<file path="config.mk">
export PLATFORM = sky130hd
export DESIGN_NAME = fetch_ctrl
export DESIGN_NICKNAME = d
export VERILOG_FILES = /design/src/rtl/fetch_ctrl.sv
export SDC_FILE = /design/constraint.sdc
export NUM_CORES = 1
export LEC_CHECK = 0
export BUFFER_PORTS_ARGS = -buffer_cell sky130_fd_sc_hd__buf_2
export CAP_MARGIN = 10
export CORE_AREA = 3 3 89 66
export DETAILED_ROUTE_END_ITERATION = 12
export DIE_AREA = 0 0 92 69
export GPL_TIMING_DRIVEN = 0
export PLACE_DENSITY_LB_ADDON = 0.12
export SKIP_LAST_GASP = 1
export SLEW_MARGIN = 20
export SYNTH_ARGS = -nofsm -noshare
export SYNTH_HDL_FRONTEND = slang
export SYNTH_SLANG_ARGS = --single-unit
</file>
<file path="constraint.sdc">
create_clock -name clk -period 1.87 [get_ports clk]
set_input_delay 0.0935 -clock clk [delete_from_list [all_inputs] [get_ports clk]]
set_output_delay 0.0935 -clock clk [all_outputs]
set_load 0.05 [all_outputs]
</file>
<file path="src/rtl/fetch_ctrl.sv">
// fetch_ctrl: IF-stage sequencing controller.
// Arbitrates exception entry, branch redirect, mult/div stall, load-use
// stall and the post-reset boot hold. It also latches EPC/cause when an
// exception is accepted.
//
// Ports:
//   clk, rst            clock, synchronous active-high reset
//   load_use            load-use hazard in ID this cycle
//   md_start            mult/div issued from EX this cycle
//   br_req, br_target   taken branch/jump and its target
//   exc_req             exception raised this cycle
//   exc_pc, exc_code    PC of the faulting instruction and its cause code
//   hold_pc, hold_if    freeze the PC register / IF-ID register
//   br, pc_branch       PC mux branch select and redirect target
//   except              PC mux exception-vector select
//   flush_id, flush_ex  zero the IF/ID and ID/EX instructions
//   epc, cause          latched exception PC and cause
// All outputs are combinational from the current state and inputs.
module fetch_ctrl #(
  parameter int unsigned BOOT_CYC = 2,
  parameter int unsigned MD_LAT   = 32
) (
  input  logic        clk,
  input  logic        rst,
  input  logic        load_use,
  input  logic        md_start,
  input  logic        br_req,
  input  logic [31:0] br_target,
  input  logic        exc_req,
  input  logic [31:0] exc_pc,
  input  logic [4:0]  exc_code,
  output logic        hold_pc,
  output logic        hold_if,
  output logic        br,
  output logic        except,
  output logic [31:0] pc_branch,
  output logic        flush_id,
  output logic        flush_ex,
  output logic [31:0] epc,
  output logic [4:0]  cause
);

  localparam int unsigned CNT_MAX = (BOOT_CYC > MD_LAT) ? BOOT_CYC : MD_LAT;
  localparam int unsigned CW      = $clog2(CNT_MAX);

  typedef enum logic [1:0] {
    BOOT,
    RUN,
    MD_WAIT,
    EXC_SHADOW
  } state_e;

  state_e         state_q, state_d;
  logic [CW-1:0]  cnt_q, cnt_d;
  logic [31:0]    epc_q;
  logic [4:0]     cause_q;
  logic           take_exc;

  // Requests are masked while reset is asserted so nothing is accepted
  // in the reset cycle, whatever state the controller happens to be in.
  logic exc_v, br_v, md_v, lu_v;
  assign exc_v = exc_req  & ~rst;
  assign br_v  = br_req   & ~rst;
  assign md_v  = md_start & ~rst;
  assign lu_v  = load_use & ~rst;

  always_comb begin
    state_d   = state_q;
    cnt_d     = cnt_q;
    take_exc  = 1'b0;
    hold_pc   = 1'b0;
    hold_if   = 1'b0;
    br        = 1'b0;
    except    = 1'b0;
    pc_branch = '0;
    flush_id  = 1'b0;
    flush_ex  = 1'b0;

    unique case (state_q)
      BOOT: begin
        hold_pc = 1'b1;
        hold_if = 1'b1;
        if (cnt_q == '0) begin
          state_d = RUN;
        end else begin
          cnt_d = cnt_q - 1'b1;
        end
      end

      RUN: begin
        if (exc_v) begin
          except   = 1'b1;
          flush_id = 1'b1;
          flush_ex = 1'b1;
          take_exc = 1'b1;
          state_d  = EXC_SHADOW;
        end else if (br_v) begin
          // A coincident load-use is dropped: the stalled instruction
          // sits in the branch shadow and is flushed anyway.
          br        = 1'b1;
          pc_branch = br_target;
          flush_id  = 1'b1;
        end else if (md_v) begin
          hold_pc = 1'b1;
          hold_if = 1'b1;
          // The md_start cycle is the first of MD_LAT held cycles, and
          // MD_WAIT runs the counter down through zero inclusive.
          cnt_d   = CW'(MD_LAT - 2);
          state_d = MD_WAIT;
        end else if (lu_v) begin
          hold_pc  = 1'b1;
          hold_if  = 1'b1;
          flush_ex = 1'b1;
        end
      end

      MD_WAIT: begin
        if (exc_v) begin
          except   = 1'b1;
          flush_id = 1'b1;
          flush_ex = 1'b1;
          take_exc = 1'b1;
          state_d  = EXC_SHADOW;
        end else begin
          hold_pc = 1'b1;
          hold_if = 1'b1;
          if (cnt_q == '0) begin
            state_d = RUN;
          end else begin
            cnt_d = cnt_q - 1'b1;
          end
        end
      end

      EXC_SHADOW: begin
        if (exc_v) begin
          except   = 1'b1;
          flush_id = 1'b1;
          flush_ex = 1'b1;
          take_exc = 1'b1;
          state_d  = EXC_SHADOW;
        end else begin
          state_d = RUN;
        end
      end

      default: state_d = BOOT;
    endcase
  end

  always_ff @(posedge clk) begin
    if (rst) begin
      state_q <= BOOT;
      cnt_q   <= CW'(BOOT_CYC - 1);
      epc_q   <= '0;
      cause_q <= '0;
    end else begin
      state_q <= state_d;
      cnt_q   <= cnt_d;
      if (take_exc) begin
        epc_q   <= exc_pc;
        cause_q <= exc_code;
      end
    end
  end

  assign epc   = epc_q;
  assign cause = cause_q;

endmodule

</file>
==> impl_metrics.py <==
metrics = {
    "run_status": {
        "status": "finished with violations",
        "violations": "negative hold slack",
    },
    "drt": {
        "wl_um": 7020,
        "first_pass_iters": 4,
        "via_count": 2397,
        "drcViolationCount": 0,
        "first_iter_violations": 83,
        "avgViaCountPerCell": 4.65,
        "ant_nets": 0,
        "wl_met2_um": 3450,
        "wl_met1_um": 2880,
        "met3_length_um": 564,
        "routedWlPerCell_um": 13.6,
        "top_layer": "met4",
    },
    "clocking": {
        "clk_latency_ns": 0.30,
        "htreeDepth": 2,
        "cts_root_buf": "clkbuf_8",
        "cts.sinks": 44,
        "cts_tree": "done",
        "cts_buffer_depth": 2,
        "clk_pin_slew_ns": 0.09,
        "numCtsBuffers": 5,
    },
    "floorplan": {
        "die_width_um": 92,
        "die_area_um2": 6350,
        "rows": 22,
        "io_pins": 150,
        "core_um2": 5120,
        "start_util_pct": 39.2,
        "die_h_um": 69,
    },
    "synthesis": {
        "syn_area_per_cell_um2": 8.06,
        "ys_seq_elements": 44,
        "netlist_top_cells_area": "dfxtp_1 44%, nand2b_1 12%, and2_1 10%, o21ai_0 9.5%, nand2_1 7.1%",
        "synth_nets": 325,
        "yosys.area.top_type": "dfxtp_1",
        "yosys_warnings": 0,
        "syn_inst": 249,
        "ys_seq_area_share_pct": 43.9,
        "netlist_area_um2": 2010,
        "synth.distinct_cells": 26,
        "synth_top_area_share_pct": 43.9,
    },
    "placed_design": {
        "io_buffers": 149,
        "dpl_cell_area_um2": 2860,
        "dp_cells": 470,
        "dp_hpwl_um": 4720,
        "gp_congestion": 0.838,
    },
    "critical_path": {
        "r2r_setup_slack_ns": 0.17,
        "critPathKind": "reg -> out",
        "crit_slowest_cell": "dfxtp_2",
        "cp_slowest_stage_delay_ns": 0.37,
        "worstPathMaxFanout": 10,
        "path_cells": "nand2b_4, nor4b_4, buf_4, clkbuf_8, and2_1, buf_6",
        "crit_path_end_kind": "output port",
        "worstSetupStartpointType": "flop",
        "cp.arrival_ns": 1.71,
        "cp.required_ns": 1.78,
    },
    "sta": {
        "setup_tns_ns": 0,
        "fin_crit_sh_pct": 96.3,
        "slew_headroom_pct": 66.2,
        "slew_viol_final": 0,
        "finClkSkew_ns": 0.0111,
        "hold_ws_ns": -0.00755,
        "max_freq_mhz": 555,
        "setup_violations": 0,
        "worst_pin_slew_ns": 0.502,
        "period_minus_slack_ns": 1.80,
        "hold_viol": 1,
    },
    "power": {
        "leakage_nw": 1.72,
        "ir_drop_uv": 430,
        "p_per_area_nw_per_um2": 1090,
    },
    "grt": {
        "grt_pass1_wl_um": 10800,
        "grt_max_degree": 15,
        "gr-usage-all-layers_pct": 20.8,
        "grt_pass1_vias": 2317,
        "grt_overflow_total": 0,
        "antenna_found_initial": 0,
    },
    "final_layout": {
        "layoutNonFillerInstCount": 516,
        "nNetsFinal": 519,
        "area_delta_synth_final_pct": 80.4,
        "drive_above_1_share_pct": 44.8,
        "final_area_um2": 3620,
        "num_antenna_cells": 0,
    },
    "hold_path": {
        "hold_path_class": "in -> reg",
    },
    "flow_run": {
        "max_cap_viol_count": 0,
    },
}
## worst max-delay path: cells and delay by family, from the launching register on
kind	cells	cell delay (ns)
flops	1	0.37
buf+inv	3	0.49
simple gates	3	0.56
## cell type report
cell class	count	area, um2
Timing Repair Buffer	187	1280
Clock buffer	6	82.6
Fill cell	429	1500
Sequential cell	44	883
Clock inverter	2	38.8
Tap cell	72	90.1
Multi-Input combinational cell	184	1100
Buffer	18	134
Inverter	3	11.3
## flip-flops by register name (all words and copies together) (netlist names)
signal and flops:
state_q 2, cause 5, epc 32, cnt_q 5
## cells in the final DEF (no fill, tap or decap), types with 3 or more instances in the layout
cell type and count:
buf_6 27, o21ai_0 38, nor3_1 3, nand2_1 38, and2_1 21, nor2_1 9, clkbuf_8 10, buf_2 117
dfxtp_1 42, a21oi_1 3, and2_2 9, a311oi_1 5, clkbuf_1 8, buf_4 17, and2_4 3, inv_1 3
dlygate4sd3_1 28, nand2b_1 39
## synth_stat cells
| master | number |
|---|---|
| and2_1 | 33 |
| buf_4 | 1 |
| a41oi_1 | 1 |
| o21ai_1 | 2 |
| nor4b_2 | 1 |
| a31o_2 | 1 |
| a21boi_0 | 1 |
| dfxtp_1 | 44 |
| a221o_1 | 1 |
| a21oi_1 | 4 |
| ha_1 | 1 |
| nor3_1 | 3 |
| or4b_4 | 1 |
| a211oi_4 | 1 |
| nor3b_1 | 1 |
| nor2_1 | 9 |
| inv_1 | 3 |
| buf_2 | 4 |
| nor4b_1 | 1 |
| clkbuf_1 | 13 |
| nand2b_1 | 40 |
| and3b_1 | 1 |
| nand2_1 | 38 |
| nor4_1 | 1 |
| a311oi_1 | 5 |
| o21ai_0 | 38 |
## what timing repair did
action,CTS,global route
pin swaps,2,2
endpoints found under the setup margin,72,53
hold buffers,28,0
gates resized for setup,52,35
setup buffers,6,4
gates cloned,0,0
hold endpoints to repair,28,0
## cell families after synthesis
family,share of synthesized area (%)
AO/OA/AOI/OAI,15.9
adder cells (fa/ha/maj),0.623
AND/OR/NAND/NOR,35.3
flip-flops,43.9
buffers and inverters,4.36
## per-stage QoR
stage                     hold WS, ns  util [%]  power [mW]  worst slack (ns)
after detailed placement        0.293      55.9        2.92            -0.404
after floorplan                 0.202         -        2.50           -0.0658
after global routing          0.00863      70.7        4.16           -0.0164
after CTS                   0.0000745      67.8        3.84           -0.0147
final                        -0.00755      70.7        3.93            0.0686
after global placement          0.286      55.9        2.90            -0.446
## metal layers
layer | GRT usage, % | up-vias
met5 | 0 | -
met4 | 6.43 | 0
met3 | 5.23 | 14
met2 | 37.1 | 110
met1 | 24.4 | 1071
li1 | - | 1202
## power breakdown
group / internal (mW) / switching, mW
clock network: 0.437 / 0.323
logic: 0.648 / 1.25
registers: 1.14 / 0.137
## path summary, 6_finish.rpt
check	cells after the start	from	endpoint
worst min register to register	2	epc[15]	epc[15]
worst max-delay path	6	state_q[1]	pc_branch[14]
worst min-delay path	3	exc_pc[16]	epc[16]
worst max register to register	8	state_q[0]	epc[21]
Power figures use the tool's default switching activity.
